## src/rtl/floor_request_scheduler_if.sv

```systemverilog
// ----------------------------------------------------------------------------
// floor_request_scheduler_if
//   Bundles the car-side signals of the floor request scheduler.
//
//   Signal summary
//     req_buttons   car/hall -> sched  level request per floor (OR of cab+hall)
//     current_floor car HW   -> sched  car position
//     car_stopped   car HW   -> sched  1 = car stationary at current_floor
//     target_word   sched    -> sw     {4'b0, door_open, target_valid, target[1:0]}
//     pending       sched    -> sw     latched outstanding requests
//     dir_up        sched    -> sw     current sweep direction (1 = up)
//     door_open     sched    -> car    door open command
//     dbg_state     sched    -> debug  FSM state (0 IDLE, 1 SERVE, 2 DOOR_OPEN)
//
//   Transfer semantics: there is no valid/ready handshake on this bus. All
//   inputs are levels sampled on every rising clk edge. All outputs are
//   registered levels. target_floor is only meaningful while target_valid
//   (target_word[2]) is 1, and there is no back-pressure on any signal.
// ----------------------------------------------------------------------------
interface floor_request_scheduler_if #(
  parameter int NUM_FLOORS = 4,
  parameter int FLOOR_W    = 2
);
  logic [NUM_FLOORS-1:0] req_buttons;
  logic [FLOOR_W-1:0]    current_floor;
  logic                  car_stopped;
  logic [7:0]            target_word;
  logic [NUM_FLOORS-1:0] pending;
  logic                  dir_up;
  logic                  door_open;
  logic [1:0]            dbg_state;

  modport master (
    output req_buttons, current_floor, car_stopped,
    input  target_word, pending, dir_up, door_open, dbg_state
  );

  modport slave (
    input  req_buttons, current_floor, car_stopped,
    output target_word, pending, dir_up, door_open, dbg_state
  );
endinterface

```

## src/rtl/floor_request_scheduler.sv

```systemverilog
// ----------------------------------------------------------------------------
// floor_request_scheduler
//   Latches floor requests, selects the next target floor with a SCAN
//   (keep-direction) policy and times the door dwell at each stop.
//
//   Ports
//     clk    in  system clock, rising edge
//     reset  in  synchronous, active-high reset
//     bus    floor_request_scheduler_if.slave (requests, car position,
//            target word, pending mask, direction, door command, debug state)
// ----------------------------------------------------------------------------
module floor_request_scheduler #(
  parameter int NUM_FLOORS  = 4,
  parameter int FLOOR_W     = 2,
  parameter int DOOR_CYCLES = 8
) (
  input  logic                            clk,
  input  logic                            reset,
  floor_request_scheduler_if.slave        bus
);

  localparam int CNT_W = (DOOR_CYCLES > 1) ? $clog2(DOOR_CYCLES) : 1;
  localparam logic [CNT_W-1:0] CNT_RELOAD = CNT_W'(DOOR_CYCLES - 1);

  typedef enum logic [1:0] {
    ST_IDLE      = 2'd0,
    ST_SERVE     = 2'd1,
    ST_DOOR_OPEN = 2'd2
  } state_t;

  state_t                state_q, state_d;
  logic [NUM_FLOORS-1:0] pending_q, pending_d;
  logic [FLOOR_W-1:0]    target_q, target_d;
  logic                  target_valid_q, target_valid_d;
  logic                  dir_up_q, dir_up_d;
  logic                  door_open_q, door_open_d;
  logic [CNT_W-1:0]      door_cnt_q, door_cnt_d;

  logic [NUM_FLOORS-1:0] cur_mask;
  logic [NUM_FLOORS-1:0] clr_mask;
  logic [NUM_FLOORS-1:0] req_mask;
  logic                  cur_hit;
  logic                  arrive;
  logic                  above_found, below_found;
  logic [FLOOR_W-1:0]    above_f, below_f;
  logic                  pick_found, pick_dir;
  logic [FLOOR_W-1:0]    pick_f;
  logic [1:0]            target_lo;

  // One-hot of the car position. An out-of-range position yields all zeros,
  // so it can never match, stop or clear anything.
  always_comb begin
    cur_mask = '0;
    for (int i = 0; i < NUM_FLOORS; i++) begin
      cur_mask[i] = (int'(bus.current_floor) == i);
    end
  end

  assign cur_hit = |(pending_q & cur_mask);
  assign arrive  = bus.car_stopped && (target_q == bus.current_floor);

  // Nearest pending floor above and below the car. The floor the car is at
  // is excluded from both, so a request there waits for a stop.
  always_comb begin
    above_found = 1'b0;
    above_f     = '0;
    below_found = 1'b0;
    below_f     = '0;
    // Descending scan: the last hit is the lowest floor above the car.
    for (int i = NUM_FLOORS - 1; i >= 0; i--) begin
      if (pending_q[i] && (i > int'(bus.current_floor))) begin
        above_found = 1'b1;
        above_f     = FLOOR_W'(i);
      end
    end
    // Ascending scan: the last hit is the highest floor below the car.
    for (int i = 0; i < NUM_FLOORS; i++) begin
      if (pending_q[i] && (i < int'(bus.current_floor))) begin
        below_found = 1'b1;
        below_f     = FLOOR_W'(i);
      end
    end
  end

  // SCAN choice: keep the sweep direction while anything is pending ahead,
  // reverse only when the current direction has run out of requests.
  always_comb begin
    pick_found = 1'b0;
    pick_f     = target_q;
    pick_dir   = dir_up_q;
    if (dir_up_q) begin
      if (above_found) begin
        pick_found = 1'b1;
        pick_f     = above_f;
      end else if (below_found) begin
        pick_found = 1'b1;
        pick_f     = below_f;
        pick_dir   = 1'b0;
      end
    end else begin
      if (below_found) begin
        pick_found = 1'b1;
        pick_f     = below_f;
      end else if (above_found) begin
        pick_found = 1'b1;
        pick_f     = above_f;
        pick_dir   = 1'b1;
      end
    end
  end

  // Next-state and registered-output logic.
  always_comb begin
    state_d        = state_q;
    target_d       = target_q;
    target_valid_d = target_valid_q;
    dir_up_d       = dir_up_q;
    door_open_d    = door_open_q;
    door_cnt_d     = door_cnt_q;
    clr_mask       = '0;
    req_mask       = '1;

    case (state_q)
      ST_IDLE: begin
        target_valid_d = 1'b0;
        door_open_d    = 1'b0;
        if (cur_hit && bus.car_stopped) begin
          state_d     = ST_DOOR_OPEN;
          clr_mask    = cur_mask;
          door_open_d = 1'b1;
          door_cnt_d  = CNT_RELOAD;
        end else if (pick_found) begin
          state_d        = ST_SERVE;
          target_d       = pick_f;
          target_valid_d = 1'b1;
          dir_up_d       = pick_dir;
        end
      end

      ST_SERVE: begin
        // Arrival takes priority over retargeting: once the car stops at
        // the target, that stop is served even if others are pending.
        if (arrive) begin
          state_d        = ST_DOOR_OPEN;
          clr_mask       = cur_mask;
          target_valid_d = 1'b0;
          door_open_d    = 1'b1;
          door_cnt_d     = CNT_RELOAD;
        end else if (pick_found) begin
          target_d = pick_f;
          dir_up_d = pick_dir;
        end
      end

      ST_DOOR_OPEN: begin
        // A press for the open floor extends the dwell instead of queueing.
        req_mask = ~cur_mask;
        if (|(bus.req_buttons & cur_mask)) begin
          door_cnt_d = CNT_RELOAD;
        end else if (door_cnt_q == '0) begin
          state_d     = ST_IDLE;
          door_open_d = 1'b0;
        end else begin
          door_cnt_d = door_cnt_q - 1'b1;
        end
      end

      default: begin
        state_d = ST_IDLE;
      end
    endcase

    // Clear is applied after the OR so a stop beats a simultaneous press.
    pending_d = (pending_q | (bus.req_buttons & req_mask)) & ~clr_mask;
  end

  always_ff @(posedge clk) begin
    if (reset) begin
      state_q        <= ST_IDLE;
      pending_q      <= '0;
      target_q       <= '0;
      target_valid_q <= 1'b0;
      dir_up_q       <= 1'b1;
      door_open_q    <= 1'b0;
      door_cnt_q     <= '0;
    end else begin
      state_q        <= state_d;
      pending_q      <= pending_d;
      target_q       <= target_d;
      target_valid_q <= target_valid_d;
      dir_up_q       <= dir_up_d;
      door_open_q    <= door_open_d;
      door_cnt_q     <= door_cnt_d;
    end
  end

  assign target_lo       = 2'(target_q);
  assign bus.target_word = {4'b0000, door_open_q, target_valid_q, target_lo};
  assign bus.pending     = pending_q;
  assign bus.dir_up      = dir_up_q;
  assign bus.door_open   = door_open_q;
  assign bus.dbg_state   = state_q;

endmodule

```

## src/flat_wrapper.sv

```systemverilog
// flat-port wrapper written by rule: the top's interface ports become plain ports
module floor_request_scheduler_flat 
#(
  parameter int NUM_FLOORS  = 4,
  parameter int FLOOR_W     = 2,
  parameter int DOOR_CYCLES = 8
)
  (clk, reset, bus_req_buttons, bus_current_floor, bus_car_stopped, bus_target_word, bus_pending, bus_dir_up, bus_door_open, bus_dbg_state);
  floor_request_scheduler_if #(.NUM_FLOORS(NUM_FLOORS), .FLOOR_W(FLOOR_W)) bus_i ();
  input  logic clk;
  input  logic reset;
  input wire logic [$bits(bus_i.req_buttons)-1:0] bus_req_buttons;
  input wire logic [$bits(bus_i.current_floor)-1:0] bus_current_floor;
  input wire logic [$bits(bus_i.car_stopped)-1:0] bus_car_stopped;
  output wire logic [$bits(bus_i.target_word)-1:0] bus_target_word;
  output wire logic [$bits(bus_i.pending)-1:0] bus_pending;
  output wire logic [$bits(bus_i.dir_up)-1:0] bus_dir_up;
  output wire logic [$bits(bus_i.door_open)-1:0] bus_door_open;
  output wire logic [$bits(bus_i.dbg_state)-1:0] bus_dbg_state;
  assign bus_i.req_buttons = bus_req_buttons;
  assign bus_i.current_floor = bus_current_floor;
  assign bus_i.car_stopped = bus_car_stopped;
  assign bus_target_word = bus_i.target_word;
  assign bus_pending = bus_i.pending;
  assign bus_dir_up = bus_i.dir_up;
  assign bus_door_open = bus_i.door_open;
  assign bus_dbg_state = bus_i.dbg_state;
  floor_request_scheduler #(.NUM_FLOORS(NUM_FLOORS), .FLOOR_W(FLOOR_W), .DOOR_CYCLES(DOOR_CYCLES)) u_core (.clk(clk), .reset(reset), .bus(bus_i));
endmodule
```

## config.mk

```make
export PLATFORM = sky130hd
export DESIGN_NAME = floor_request_scheduler_flat
export DESIGN_NICKNAME = d
export VERILOG_FILES = /design/src/rtl/floor_request_scheduler_if.sv /design/src/rtl/floor_request_scheduler.sv /design/src/flat_wrapper.sv
export SDC_FILE = /design/constraint.sdc
export NUM_CORES = 1
export LEC_CHECK = 0
export CAP_MARGIN = 20
export CORE_MARGIN = 2
export CORE_UTILIZATION = 30
export DETAILED_ROUTE_END_ITERATION = 6
export GPL_TIMING_DRIVEN = 0
export HOLD_SLACK_MARGIN = 0.03
export PLACE_DENSITY = 0.54
export REMOVE_ABC_BUFFERS = 1
export SYNTH_ARGS = -nofsm -noshare
export SYNTH_HDL_FRONTEND = slang
export SYNTH_SLANG_ARGS = --single-unit
```

## constraint.sdc

```tcl
create_clock -name clk -period 2 [get_ports clk]
set_input_delay 0.4 -clock clk [delete_from_list [all_inputs] [get_ports clk]]
set_output_delay 0.4 -clock clk [all_outputs]
set_load 0.01 [all_outputs]
```

==> summary.md, run 1 <==
| Metric | Value |
|---|---|
| Synthesized flop and latch total | 14 |
| Post-DRT Antenna Nets | 0 |
| Clk slew on worst S/H paths | about 0.060 ns |
| Hold slack | 0.506 ns |
| N_diodes | 0 |
| Clock Skew | 0.00267 ns |
| First-pass GRT wire length | around 4.4 mm |
| # fillers | 387 |
| Routed vias/inst | 5.15 |
| Initial Util | about a third |
| Place WS | -0.912 ns |
| Buffers on Ports | 20 |
| Synth-to-Final Area Change | 20.6% |
| Sw Share | 40.2% |
| Row count | 22 |
| Worst VDD drop | roughly 0.00036 V |
| # DRC | 0 |
| Synth Cell Area | approximately 0.0012 mm2 |
| Finished Cell Area | 0.00140 mm2 |
| Synth Warn # | 0 |
| Asr flop ratio synth | 0% |
| R2r endpoint | u_core.bus.dbg_state[1] |
| Sw power | 643 uW |
| Register area | 280 um2 |
| GR Util All Layers | 12.9% |
| Crit path max-delay family | compound AO/OA/AOI/OAI gates |
| Clk root buf | clkbuf_8 |
| Placer congestion estimate | 0.775 |
| Hold path start | bus_req_buttons[2] |
| # setup viols final | 0 |
| Register area share after synthesis | 24.1% |
| Max-Cap Viols | 0 |
| Slowest CP cell | clkdlybuf4s50_1 |
| CP endpoint kind | flop |
| Maximum single-stage delay on the critical path | 0.46 ns |
| Cell Int Power | about 960 uW |
| Final Cycle Share | a little over nine tenths |
| Final setup TNS | 0 ns |
| Sink Count | 14 |
| CTS tree | done |
| Hold path cells | 3 |
| Worst Path Buf+Inv | 1 |
| Vias in the first global route | 900 |
| Most frequent cells in the layout | nor2_1 (14), clkdlybuf4s50_1 (14), dfxtp_1 (14), a21oi_1 (12), nand2_1 (10) |
| Worst Path Max Fanout | 5 |
| Layout cells sized above 1 | roughly 12% |
| Worst-margin pin slew | 0.662 ns |
| Fin cells | 205 |
| Crit path from | bus_car_stopped |
| Hold Violations, Final | 0 |
| Top_reg_cell synth | dfxtp_1 |
| Data required, critical path | 2.14 ns |
| Drt wl/cell | 13.3 um |
| Largest net degree at the start of global routing | 21 |
| Worst hold-check path type | in -> reg |
| Cts hold-fix bufs | 0 |
| Cell Area, Placed | around 0.0013 mm2 |
| DRT Wirelength | 2.72 mm |
| Ranking of synthesized cells by area | dfxtp_1 (24%), ha_1 (6.5%), a21oi_1 (5.2%) |
| DIE AREA | roughly 0.0044 mm2 |
| R2r startpoint | u_core.bus.pending[1] |
| NumNets Final | roughly 170 |
| Crit-path cells | clkdlybuf4s50_1 > and2_1 > a22o_4 > or2_1 > o21ai_1 > mux2_4 |
| Worst Setup Path Type | in -> reg |
| CTS buffer count | 3 |
| Clk pwr share | 14.8% |
| Antenna violations before repair | 0 |
| Reg-to-reg slack, setup | 0.09 ns |
| WP data arrival | 2.09 ns |
| Clk_lat worst skew | about 0.25 ns |
| Placed cell count | 200 |
| Fmax | 0.514 GHz |
| Run status | complete, no violations |
| Seq pwr share | approximately 28% |
| Die Y | 66.2 um |
| Multi-input gate area | 768 um2 |
| Hold Crit Endpoint | u_core.bus.pending[2] |
| Total power | 1.60 mW |
| Synth area leader | dfxtp_1 |
| Total iterations of the first detailed-routing run | 4 |
| Power per Cell Area | between 1000 and 1500 mW/mm2 |
| Synth Area per Inst | a little over 8 um2 |
| Count of different cell masters after synthesis | 48 |
| Comb pwr share | 57.0% |
| Final core occ | 38.0% |
| Remaining Overflow, GRT | 0 |
| Initial DRC Count | 32 |
| Reg2Reg Depth | 5 |
| Post-layout minimum cycle time | roughly 1.9 ns |
| Startpoint types | primary input |
| Chip width | between 60 and 70 um |
| Htree depth | 1 |
| Clock tree buffer depth | 2 |
| Post-synth EDFFs | 0 |
| Max Slew Vio Count | 0 |
| Synth Instances | 144 |
| Yosys top cell area share | 24.1% |
| Core Area | 0.00369 mm2 |
| Lkg Pwr | 0.581 nW |
| DP Wirelength | 1.99 mm |
| Vias | 1055 |
| Relative slew slack | 55.7% |
| I/O pins | 25 |
| Stages on worst setup path | 6 |
| Final worst setup slack | 0.0542 ns |
==> routing by layer <==
metal	wire length [um]	vias to the layer above	track usage [%]	share of wire [%]
met2	1330	16	20.5	49
met1	1270	505	17.2	47
met3	75	4	2.04	2.8
li1	-	530	-	-
met4	48	0	5.36	1.8
met5	0	-	0	0
==> state kept, by name, indices dropped and copies added (netlist names) <==
signal and cells:
u_core.target_lo 2, u_core.bus.door_open 1, u_core.bus.dbg_state 2, u_core.target_valid_q 1, u_core.door_cnt_q 3, u_core.bus.pending 4, u_core.bus.dir_up 1
==> worst register-to-register path, stage by stage (launching register included) <==
cell     delay [ns]
dfxtp_1        0.42
mux2_2         0.34
a22o_4         0.29
or2_1          0.26
o21ai_1        0.19
mux2_4         0.31
==> timing repair <==
item                                    in CTS  in global routing
setup buffers                                0                  2
endpoints found under the setup margin      14                  4
pin swaps                                    0                  2
gates resized for setup                     11                  6
==> logic make-up after synthesis <==
logic type / Yosys count / share of synthesized area [%]
muxes: 8 / 9.16
adders and majority gates: 6 / 6.47
DFF: 14 / 24.1
AOI/OAI and AO/OA: 42 / 26.6
buffers and inverters: 23 / 11.0
other: 1 / 0.323
xor gates and xnor gates: 2 / 1.51
and+or+nand+nor: 48 / 20.8
==> cell type report <==
class,instances,area share (%)
inverters,8,2.14
clock buffers,3,2.95
flip-flops and latches,14,20.0
well taps,48,4.29
multi-input cells,110,54.9
repair buffers,22,15.7
==> synth_stat cells, drive strengths merged, types with 4 or more instances <==
cell type and n:
dfxtp 14, a211oi 8, nand2 11, nor2 14, a21oi 13, clkbuf 5, mux2 5, inv 8
nor2b 4, buf 10, ha 6, nand2b 4, o21ai 7
==> power by group through the flow <==
stage	logic, mW	registers (mW)	clock network [mW]
after CTS	0.870	0.451	0.244
after floorplan	0.574	0.466	0
after global placement	0.847	0.454	0
after detailed placement	0.867	0.457	0
after global routing	1.02	0.467	0.255
final	0.913	0.451	0.237
==> worst max path at each step <==
stage	slack, ns	endpoint
final	0.05	u_core.bus.dbg_state[1]
after global routing	-0.007	u_core.door_cnt_q[1]
after CTS	0.02	u_core.bus.door_open
after detailed placement	-0.91	u_core.bus.dbg_state[1]
after global placement	-0.91	u_core.bus.dbg_state[1]
after floorplan	0.19	u_core.bus.dbg_state[1]
Note: power is estimated with default switching activity, not from simulation.
==> inputs of run 2 (changes only) <==
--- a/config.mk
+++ b/config.mk
@@ -7,11 +7,12 @@
 export LEC_CHECK = 0
 export CAP_MARGIN = 20
 export CORE_MARGIN = 2
-export CORE_UTILIZATION = 30
+export CORE_UTILIZATION = 50
 export DETAILED_ROUTE_END_ITERATION = 6
+export DONT_BUFFER_PORTS = 1
 export GPL_TIMING_DRIVEN = 0
 export HOLD_SLACK_MARGIN = 0.03
-export PLACE_DENSITY = 0.54
+export PLACE_DENSITY = 0.67
 export REMOVE_ABC_BUFFERS = 1
 export SYNTH_ARGS = -nofsm -noshare
 export SYNTH_HDL_FRONTEND = slang
==> summary.md, run 2 (synthesis gave the netlist of run 1 again) <==
| Metric | Value |
|---|---|
| Clock tree buffer depth | 2 (unchanged) |
| Placer congestion estimate | 0.855 (+10%) |
| Htree depth | 1 (unchanged) |
| Fin cells | 165 (-20%) |
| Most frequent cells in the layout | nor2_1 (14), a21oi_1 (12), dfxtp_1 (12), nand2_1 (10), inv_1 (8) |
| Run status | complete, no violations |
| Drt wl/cell | 14.1 um (+6.3%) |
| I/O pins | 25 (unchanged) |
| Buffers on Ports | 0 (-100%) |
| Worst hold-check path type | in -> reg |
| Post-layout minimum cycle time | 1.90 ns (-0.0488 ns) |
| Maximum single-stage delay on the critical path | 0.43 ns (-0.03 ns) |
| Die Y | 52.2 um (-21%) |
| Cts hold-fix bufs | 0 (unchanged) |
| Vias in the first global route | 892 (-0.89%) |
| DRT Wirelength | 2.33 mm (-14%) |
| Total iterations of the first detailed-routing run | 4 (unchanged) |
| Core Area | 0.00221 mm2 (-40%) |
| Slowest CP cell | dfxtp_1 |
| Hold path start | reset |
| Chip width | 52.2 um (-21%) |
| CTS tree | done |
| Clk slew on worst S/H paths | 0.09 ns (+0.03 ns) |
| Largest register FFs | 4 (unchanged) |
| Cell Area, Placed | 0.00111 mm2 (-17%) |
| Data required, critical path | 2.18 ns (+0.04 ns) |
| R2r startpoint | u_core.bus.pending[3] |
| Finished Cell Area | 0.00116 mm2 (-17%) |
| WP data arrival | 2.07 ns (-0.02 ns) |
| Final worst setup slack | 0.103 ns (+0.0488 ns) |
| Hold Violations, Final | 0 (unchanged) |
| Placed cell count | 160 (-20%) |
| # fillers | 231 (-40%) |
| Crit-path cells | mux2_2 > a22o_4 > or2_1 > o21ai_1 > mux2_1 |
| Final Cycle Share | 94.8% (-2.4 points) |
| Worst Setup Path Type | reg -> reg |
| Antenna violations before repair | 0 (unchanged) |
| Largest net degree at the start of global routing | 21 (unchanged) |
| Post-DRT Antenna Nets | 0 (unchanged) |
| Commonest non-fill, non-tap cell in the layout | nor2_1 |
| Reg2Reg Depth | 5 (unchanged) |
| Max Slew Vio Count | 0 (unchanged) |
| # setup viols final | 0 (unchanged) |
| CP endpoint kind | flop |
| Fmax | 0.527 GHz (+2.6%) |
| Final core occ | 52.5% (+15 points) |
| Remaining Overflow, GRT | 0 (unchanged) |
| # DRC | 0 (unchanged) |
| Hold slack | 0.157 ns (-0.349 ns) |
| CTS buffer count | 3 (unchanged) |
| Vias | 988 (-6.4%) |
| Worst VDD drop | 0.000731 V (+110%) |
| Initial DRC Count | 16 (-50%) |
| Max-Cap Viols | 0 (unchanged) |
| Final setup TNS | 0 ns (unchanged) |
| Synth-to-Final Area Change | -0.000344% |
| Total power | 1.39 mW (-13%) |
| Worst Path Max Fanout | 9 (+4) |
| Routed vias/inst | 5.99 (+16%) |
| Hold path cells | 1 (-2) |
| DIE AREA | 0.00272 mm2 (-38%) |
| Initial Util | 52.5% (+21 points) |
| GR Util All Layers | 18.9% (+6.0 points) |
| NumNets Final | 153 (-12%) |
| Clock Skew | 0.00825 ns (+0.00558 ns) |
| N_diodes | 0 (unchanged) |
| Row count | 17 (-23%) |
| Crit path from | u_core.bus.pending[3] |
| Lkg Pwr | 0.463 nW (-20%) |
| Place WS | 0.0705 ns (+0.983 ns) |
| Sink Count | 14 (unchanged) |
| Clk_lat worst skew | 0.29 ns (+0.04 ns) |
| Startpoint types | flop |
| DP Wirelength | 1.72 mm (-14%) |
| Clk root buf | clkbuf_4 |
| Layout cells sized above 1 | 13.9% (+1.8 points) |
| Power per Cell Area | 1200 mW/mm2 (+4.9%) |
| RSZ-0062 raised after global routing | false |
| First-pass GRT wire length | 3.86 mm (-12%) |
[run 2: cell count changes in the layout (fill, tap and decap cells not counted), moves of 2 or more]
cell	change
clkdlybuf4s50_1	-14
dlymetal6s2s_1	-4
buf_4	-2
clkbuf_4	+2
clkbuf_8	-2
dfxtp_1	-2
dfxtp_2	+2
[run 2: where the power goes]
group / switching, mW / leakage (nW) / internal [mW]
logic: 0.369 / 0.325 / 0.326
registers: 0.118 / 0.117 / 0.368
clock network: 0.101 / 0.0210 / 0.111
[run 2: cell type report]
class                   count  area [um2]  share of cell area [%]
clock buffers               4        36.3                    3.13
inverters                   8        30.0                    2.59
multi-input cells         110         769                    66.3
flip-flops and latches     14         283                    24.4
well taps                  28        35.0                    3.02
repair buffers              1        7.51                   0.647
[run 2: worst paths after layout]
kind | to | slack (ns)
hold reg to reg | u_core.door_cnt_q[1] | 0.52
hold / removal | u_core.bus.pending[1] | 0.16
setup reg to reg | u_core.bus.dbg_state[1] | 0.10
setup / recovery | u_core.bus.dbg_state[1] | 0.10
[run 2: worst max-delay path, delay by kind of cell, from the launching register on]
family,cells,cell delay (ns)
AO/OA/AOI/OAI,2,0.46
flip-flops,1,0.43
multiplexers,2,0.65
AND/OR/NAND/NOR,1,0.25
[run 2: per-layer routing]
metal,vias up,part of all wire (%),track usage [%]
met5,-,0,0
met4,0,1.5,7.69
met3,5,8.6,4.29
met2,34,46,30.2
met1,460,44,24.5
li1,489,-,-
[run 2: repair_timing]
item | CTS | global route
endpoints found under the hold margin | 0 | 0
resized for setup | 0 | 3
buffers inserted | 0 | 1
setup endpoints to repair | 0 | 5
==> inputs of run 3 (changes only) <==
--- a/config.mk
+++ b/config.mk
@@ -14,6 +14,7 @@
 export HOLD_SLACK_MARGIN = 0.03
 export PLACE_DENSITY = 0.67
 export REMOVE_ABC_BUFFERS = 1
+export SLEW_MARGIN = 20
 export SYNTH_ARGS = -nofsm -noshare
 export SYNTH_HDL_FRONTEND = slang
 export SYNTH_SLANG_ARGS = --single-unit
==> results of run 3 <==
Same layout as run 2: the final DEF is identical, and so are final timing and power.
